**src/rtl/alu_writeback.sv**
```systemverilog
// alu_writeback: holds one ALU result, commits it conditionally to a 16x32 register file and NZCV, with forwarded read ports
module alu_writeback #(
    parameter int NREG  = 16,
    parameter int CNT_W = 16
) (
    input  logic             clk,
    input  logic             rst_n,
    input  logic             in_valid,
    output logic             in_ready,
    input  logic [31:0]      inf,
    input  logic [31:0]      alu_r,
    input  logic             alu_n,
    input  logic             alu_z,
    input  logic             alu_c,
    input  logic             alu_v,
    input  logic             wb_stall,
    input  logic [3:0]       ra_addr,
    input  logic [3:0]       rb_addr,
    output logic [31:0]      ra_data,
    output logic [31:0]      rb_data,
    output logic [3:0]       flags,
    output logic             wb_we,
    output logic [3:0]       wb_rd,
    output logic [31:0]      wb_data,
    output logic [CNT_W-1:0] retire_cnt,
    output logic [CNT_W-1:0] skip_cnt
);
    logic             hv;
    logic [12:0]      hi;
    logic [31:0]      hr;
    logic [3:0]       hf;
    logic [31:0]      rf [NREG];
    logic [3:0]       cond, op, rd;
    logic             s, base, pass, commit, fupd, unused_inf;
    assign cond = hi[12:9];
    assign op   = hi[8:5];
    assign s    = hi[4];
    assign rd   = hi[3:0];
    // odd condition codes are the inverse of the even code below them
    always_comb begin
        case (cond[3:1])
            3'd0: base = flags[2];
            3'd1: base = flags[1];
            3'd2: base = flags[3];
            3'd3: base = flags[0];
            3'd4: base = flags[1] & ~flags[2];
            3'd5: base = flags[3] == flags[0];
            3'd6: base = ~flags[2] & (flags[3] == flags[0]);
            default: base = 1'b1;
        endcase
        pass = base ^ cond[0];
    end
    assign commit     = rst_n & hv & ~wb_stall;
    assign in_ready   = ~hv | ~wb_stall;
    assign wb_we      = commit & pass & ~op[3];
    assign fupd       = commit & pass & ((op == 4'b1000) | (s & ~op[3]));
    assign wb_rd      = wb_we ? rd : 4'd0;
    assign wb_data    = wb_we ? hr : 32'd0;
    assign ra_data    = (wb_we && ra_addr == wb_rd) ? wb_data : rf[ra_addr];
    assign rb_data    = (wb_we && rb_addr == wb_rd) ? wb_data : rf[rb_addr];
    assign unused_inf = &{1'b0, inf[18:0]};
    always_ff @(posedge clk) begin
        if (!rst_n) begin
            hv         <= 1'b0;
            hi         <= '0;
            hr         <= '0;
            hf         <= '0;
            flags      <= '0;
            retire_cnt <= '0;
            skip_cnt   <= '0;
            for (int i = 0; i < NREG; i++) rf[i] <= '0;
        end else begin
            if (in_valid && in_ready) {hi, hr, hf} <= {inf[31:19], alu_r, alu_n, alu_z, alu_c, alu_v};
            hv <= (in_valid & in_ready) | (hv & wb_stall);
            if (wb_we) rf[rd] <= hr;
            if (fupd) flags <= hf;
            if (commit && pass && !(&retire_cnt)) retire_cnt <= retire_cnt + 1'b1;
            if (commit && !pass && !(&skip_cnt)) skip_cnt <= skip_cnt + 1'b1;
        end
    end
endmodule

```
**config.mk**
```make
export PLATFORM = sky130hd
export DESIGN_NAME = alu_writeback
export DESIGN_NICKNAME = d
export VERILOG_FILES = /design/src/rtl/alu_writeback.sv
export SDC_FILE = /design/constraint.sdc
export NUM_CORES = 1
export LEC_CHECK = 0
export BUFFER_PORTS_ARGS = -buffer_cell sky130_fd_sc_hd__buf_2
export CAP_MARGIN = 20
export CORE_ASPECT_RATIO = 1.2
export CORE_MARGIN = 2
export CORE_UTILIZATION = 50
export DETAILED_ROUTE_END_ITERATION = 16
export GPL_ROUTABILITY_DRIVEN = 0
export PLACE_DENSITY = 0.68
export SYNTH_ARGS = -nofsm -noshare
export SYNTH_HDL_FRONTEND = slang
export SYNTH_SLANG_ARGS = --single-unit
```
**constraint.sdc**
```tcl
create_clock -name clk -period 6.1 [get_ports clk]
set_input_delay 0.61 -clock clk [delete_from_list [all_inputs] [get_ports clk]]
set_output_delay 0.61 -clock clk [all_outputs]
set_load 0.005 [all_outputs]
```
* Word-level counts from Yosys, hierarchy flattened *
Memory sizes are Yosys's and may differ from the RTL's.
Index checks and enable logic that the tools add are counted.

word-level totals
  register bits after elaboration = 86
  bits in latches = 0
  RAM bits = 512
  memory bits (read-only) = 0
  input bits = 80
  output and inout bits = 138
  memories = 1

operators by class
  add/subtract/negate cells = 2
  $mul = 0
  divide/modulo/power cells = 0
  order comparisons = 0
  equal/unequal tests = 10
  shifts and indexed selects = 0
  muxes and demuxes = 12
  bitwise logic cells = 18
  reductions and logical operators = 14

memory list
  memory  depth  bits a word  rd ports  clocked after memory_dff  write ports  line  RTL
  rf      16     32           2         0                         16           32    logic [31:0] rf [NREG];

operators by type and width
  kind                   count
  $mux 32                4
  $add 16x1->16 const B  2
  $reduce_and 16->1      2
  $reduce_or 32->1       1
  $and 1x1->1            10
  $eq 3x3->1 const B     3
  $eq 4x4->1             2
  $mux 4                 2
  $logic_and 1x1->1      7
  $pmux 1 s7             1
  $eq 3x2->1 const B     2
  $mux 1                 5
  $eq 4x4->1 const B     1
  $not 1->1              4
  $eq 3x1->1 const B     1
  $logic_not 1->1        3
  $logic_not 3->1        1
  $or 1x1->1             3
  $eq 1x1->1             1
  $xor 1x1->1            1

* Longest topological paths before layout *
  depth after elaboration = 11
  depth in mapped cells = 10
  gate-level depth less buffers = 8

* Least setup slack after synthesis *
Ideal clock, no wire load.

  path kind = in2reg
  start point = input rst_n
  end point = memory rf[15][0] (enable)
  library setup time = 0.466 ns
  arrival time = 4.101 ns
  data required time = 5.634 ns
  setup slack = 1.533 ns
  cell stages on the path = 7
  path buffers = 2
  cells stage by stage = nand2_1 -> or3_1 -> buf_1 -> nor3_4 -> clkbuf_2 -> nand3_1 -> o21ai_0

RTL lines
  what                line  RTL
  start: declaration  7     input logic rst_n,
  end: declaration    32

* Worst setup path in the final report *
  start point = register hi[0]
  end point = output rb_data[12]

between the ends
  word-level cells in the longest chain between the ends = 4

RTL lines
  what                      line  RTL
  start: declaration        29    logic [12:0] hi;
  start signal: assignment  73    if (in_valid && in_ready) {hi, hr, hf} <= {inf[31:19], alu_r, alu_n, alu_z, alu_c, alu_v};
  $mux 4                    57    assign wb_rd = wb_we ? rd : 4'd0;
  $eq 4x4->1                60    assign rb_data = (wb_we && rb_addr == wb_rd) ? wb_data : rf[rb_addr];
  $logic_and 1x1->1         60
  $mux 32                   60
  end: declaration          20    output logic [31:0] rb_data,

No other way between the ends.

==> results.cfg <==
[sta]
fin_setup_tns_ns = 0
finalSetupViolCount = 0
finalMaxSlewViolations = 0
worst_slew_pin_slew_ns = 1.188
fin_worst_skew_ns = 0.02688
timing.final.ws_setup_ns = 1.970
timing.hold.ws_ns = 0.2066
relSlewSlack_pct = 20.80
hold_viol = 0
max_freq_mhz = 242.1
finalCritPeriodShare_pct = 67.70
grt_setup_unrepaired = no
min_period_ns = 4.130

[die]
die_h_um = 281.3
start_util_pct = 50.62
row_count = 101
io-pin-count = 218
core_area_um2 = 63310
die_area_um2 = 66140
die_w_um = 235.1

[power]
leakage_nw = 11.98
ir_worst_vdd_mv = 0.2185
power_density_nw_per_um2 = 264.5

[layout]
antenna_cells = 0
num-nets-final = 2720
fin_util_pct = 56.47
final_cell_mix = edfxtp_1, nor2_1, nand2_1
nFillCells = 5086
multiInputGateArea_um2 = 14050
layout_commonest_cell = edfxtp_1
ff_latch_area_um2 = 17100
fin_cells = 3511
drive_gt1_share_pct = 29.74
area_growth_pct = 11.56

[setup_path]
worstPathRequired_ns = 5.49
cp.depth = 7
critPathMaxFanout = 47
cp_common_cell = buf_4
startpoint = hi[0]
critical_path.top_delay_family = buffers and inverters
reg2reg_depth = 9
crit_buf_inv = 3
worstSetupEndpointType = output pin
slowest_delay_ns = 0.68
path_class = reg -> out
path_cells = buf_4 > xnor2_1 > nand4_1 > nor4_4 > buf_4 > o21ai_0 > buf_2
cpMaxStageDelayCell = dfxtp_4
worstSetupStartpointType = flop
worstReg2RegStart = hi[11]
reg2reg_to = rf[14][10]
r2r_slack_ns = 2.04
endpoint = rb_data[12]
arrival_ns = 3.52

[synthesis]
post_synth.cell_area_avg_um2 = 12.45
syn_inst = 2574
ys.flop_type = edfxtp_1
async_reset_ff_share_pct = 0
ys_seq_elements = 598
synth.net_count = 2656
syn_area_um2 = 32050
synth_edf_count = 512
synth_warnings = 0
yosysSeqAreaShare_pct = 53.35
synth_cell_types = 54

[clock_network]
cts_resized = 0
postCtsHoldBufs = 0
post_cts_buffers = 0
cts_made_buffers = 59
cts.sinks = 598
cts_buffer_depth = 3
clock-root-buffer = clkbuf_16
h-tree-depth = 2
cts_tree = built
cts.clk_slew.worst_paths_ns = 0.06
clk_latency_ns = 0.64

[global_routing]
track_usage_pct = 28.71
grt_max_degree = 83
grt-ovfl-total = 0
grt_pass1_vias = 23200
antenna_found_initial = 1
grt_pass1_wl_mm = 141.7

[run_status]
status = finished, final reports clean

[placement]
pre_cts_slack_ns = 2.057
io_buffers = 198
dpl.hpwl_mm = 55.24
dp.cells = 3400

[drt]
drc = 0
top_layer = met4
post_drt_via_cell_ratio = 6.444
drt-met1-wl_mm = 34.75
wl_mm = 95.49
wl_met2_mm = 47.59
dr_wl_met3_mm = 9.599
wl_per_cell_um = 27.20
antenna_left = 0
firstDrtPassIters = 5
drt_iter0_markers = 2292
vias = 22630

[job]
max_cap_viol_count = 0

[min_path]
worstHoldPathType = in -> reg
-- synthesized netlist by cell type (2+ instances only) --
| cell type | n | area [um^2] |
|---|---|---|
| o21a_1 | 5 | 37.54 |
| buf_2 | 91 | 455.4 |
| o211ai_1 | 2 | 15.01 |
| or2_2 | 22 | 137.6 |
| o21ai_0 | 142 | 710.7 |
| nand3b_1 | 38 | 285.3 |
| buf_1 | 12 | 45.04 |
| nand2b_1 | 35 | 219.0 |
| nand4b_1 | 2 | 17.52 |
| mux2_2 | 65 | 732.0 |
| o41ai_1 | 3 | 26.28 |
| nor4_1 | 6 | 37.54 |
| o311ai_0 | 2 | 17.52 |
| or4_1 | 4 | 30.03 |
| nor3_2 | 72 | 720.7 |
| xnor2_1 | 9 | 78.83 |
| xor2_1 | 2 | 17.52 |
| dfxtp_1 | 86 | 1722 |
| nor3_4 | 2 | 32.53 |
| and3_1 | 5 | 31.28 |
| nand4_1 | 9 | 56.30 |
| and2_1 | 37 | 231.5 |
| nor2b_1 | 2 | 12.51 |
| and4_1 | 2 | 17.52 |
| ha_1 | 2 | 25.02 |
| nor3_1 | 33 | 165.2 |
| o31ai_1 | 9 | 67.56 |
| edfxtp_1 | 512 | 15370 |
| nor2_1 | 428 | 1607 |
| mux2i_1 | 76 | 760.7 |
| mux4_2 | 256 | 5766 |
| nand2_1 | 278 | 1044 |
| o21ai_1 | 13 | 65.06 |
| o31a_1 | 4 | 35.03 |
| inv_1 | 7 | 26.28 |
| nand3_1 | 51 | 255.2 |
| nor4_4 | 2 | 42.54 |
| nor4bb_1 | 2 | 20.02 |
| a21oi_1 | 67 | 335.3 |
| or3_1 | 14 | 87.58 |
| clkbuf_1 | 152 | 570.6 |
-- area by class of cell --
type                    count  area share, %
repair buffers            260          4.347
flip-flops and latches    598          47.84
clock buffers              81          4.704
clock inverters            29         0.8575
multi-input cells        1712          39.29
inverters                   7        0.07350
well taps                 824          2.884
-- where the power goes --
group | switching, W | internal (W)
registers | 0.000115 | 0.00456
logic | 0.000576 | 0.000423
clock network | 0.00160 | 0.00218
total | 0.00229 | 0.00716
-- how the worst min path moves through the flow --
stage / endpoint / depth (start not counted) / from / slack [ns]
final: hr[4] / 3 / alu_r[4] / 0.21
after global routing: hr[24] / 3 / alu_r[24] / 0.20
after CTS: hr[5] / 3 / alu_r[5] / 0.18
after detailed placement: hf[2] / 2 / hf[2] / 0.45
after global placement: hf[2] / 2 / hf[2] / 0.44
after floorplan: hi[4] / 2 / hi[4] / 0.43
-- stage by stage --
step                total power, W  instance area (um^2)
floorplan                 0.005387                 32050
global placement          0.005728                 33730
detailed placement        0.005758                 33730
CTS                       0.009478                 35720
global route              0.009697                 35750
finish                    0.009455                 35750
-- worst min-delay path: cells and delay by family --
kind	cells	cell delay, ns
and+or+nand+nor	1	0.04
buffers and inverters	1	0.09
AOI/OAI and AO/OA	1	0.05
-- cells by family after synthesis --
family | share of synthesized area (%)
simple gates | 15.89
flops | 53.35
mux | 22.65
buf+inv | 3.463
compound gates | 4.271
xor+xnor | 0.3007
fa+ha+maj | 0.07808
-- state kept, by name, indices dropped and copies added (netlist names) --
name and flops:
retire_cnt 16, skip_cnt 16, rf 512, hi 13, hv 1, flags 4
hf 4, hr 32
-- metal layers --
layer,track usage (%),up-vias
met2,49.17,1343
li1,-,9692
met1,36.29,11370
met4,11.07,0
met5,0,-
met3,5.550,221
No activity file was read; power rests on OpenSTA's default activity.
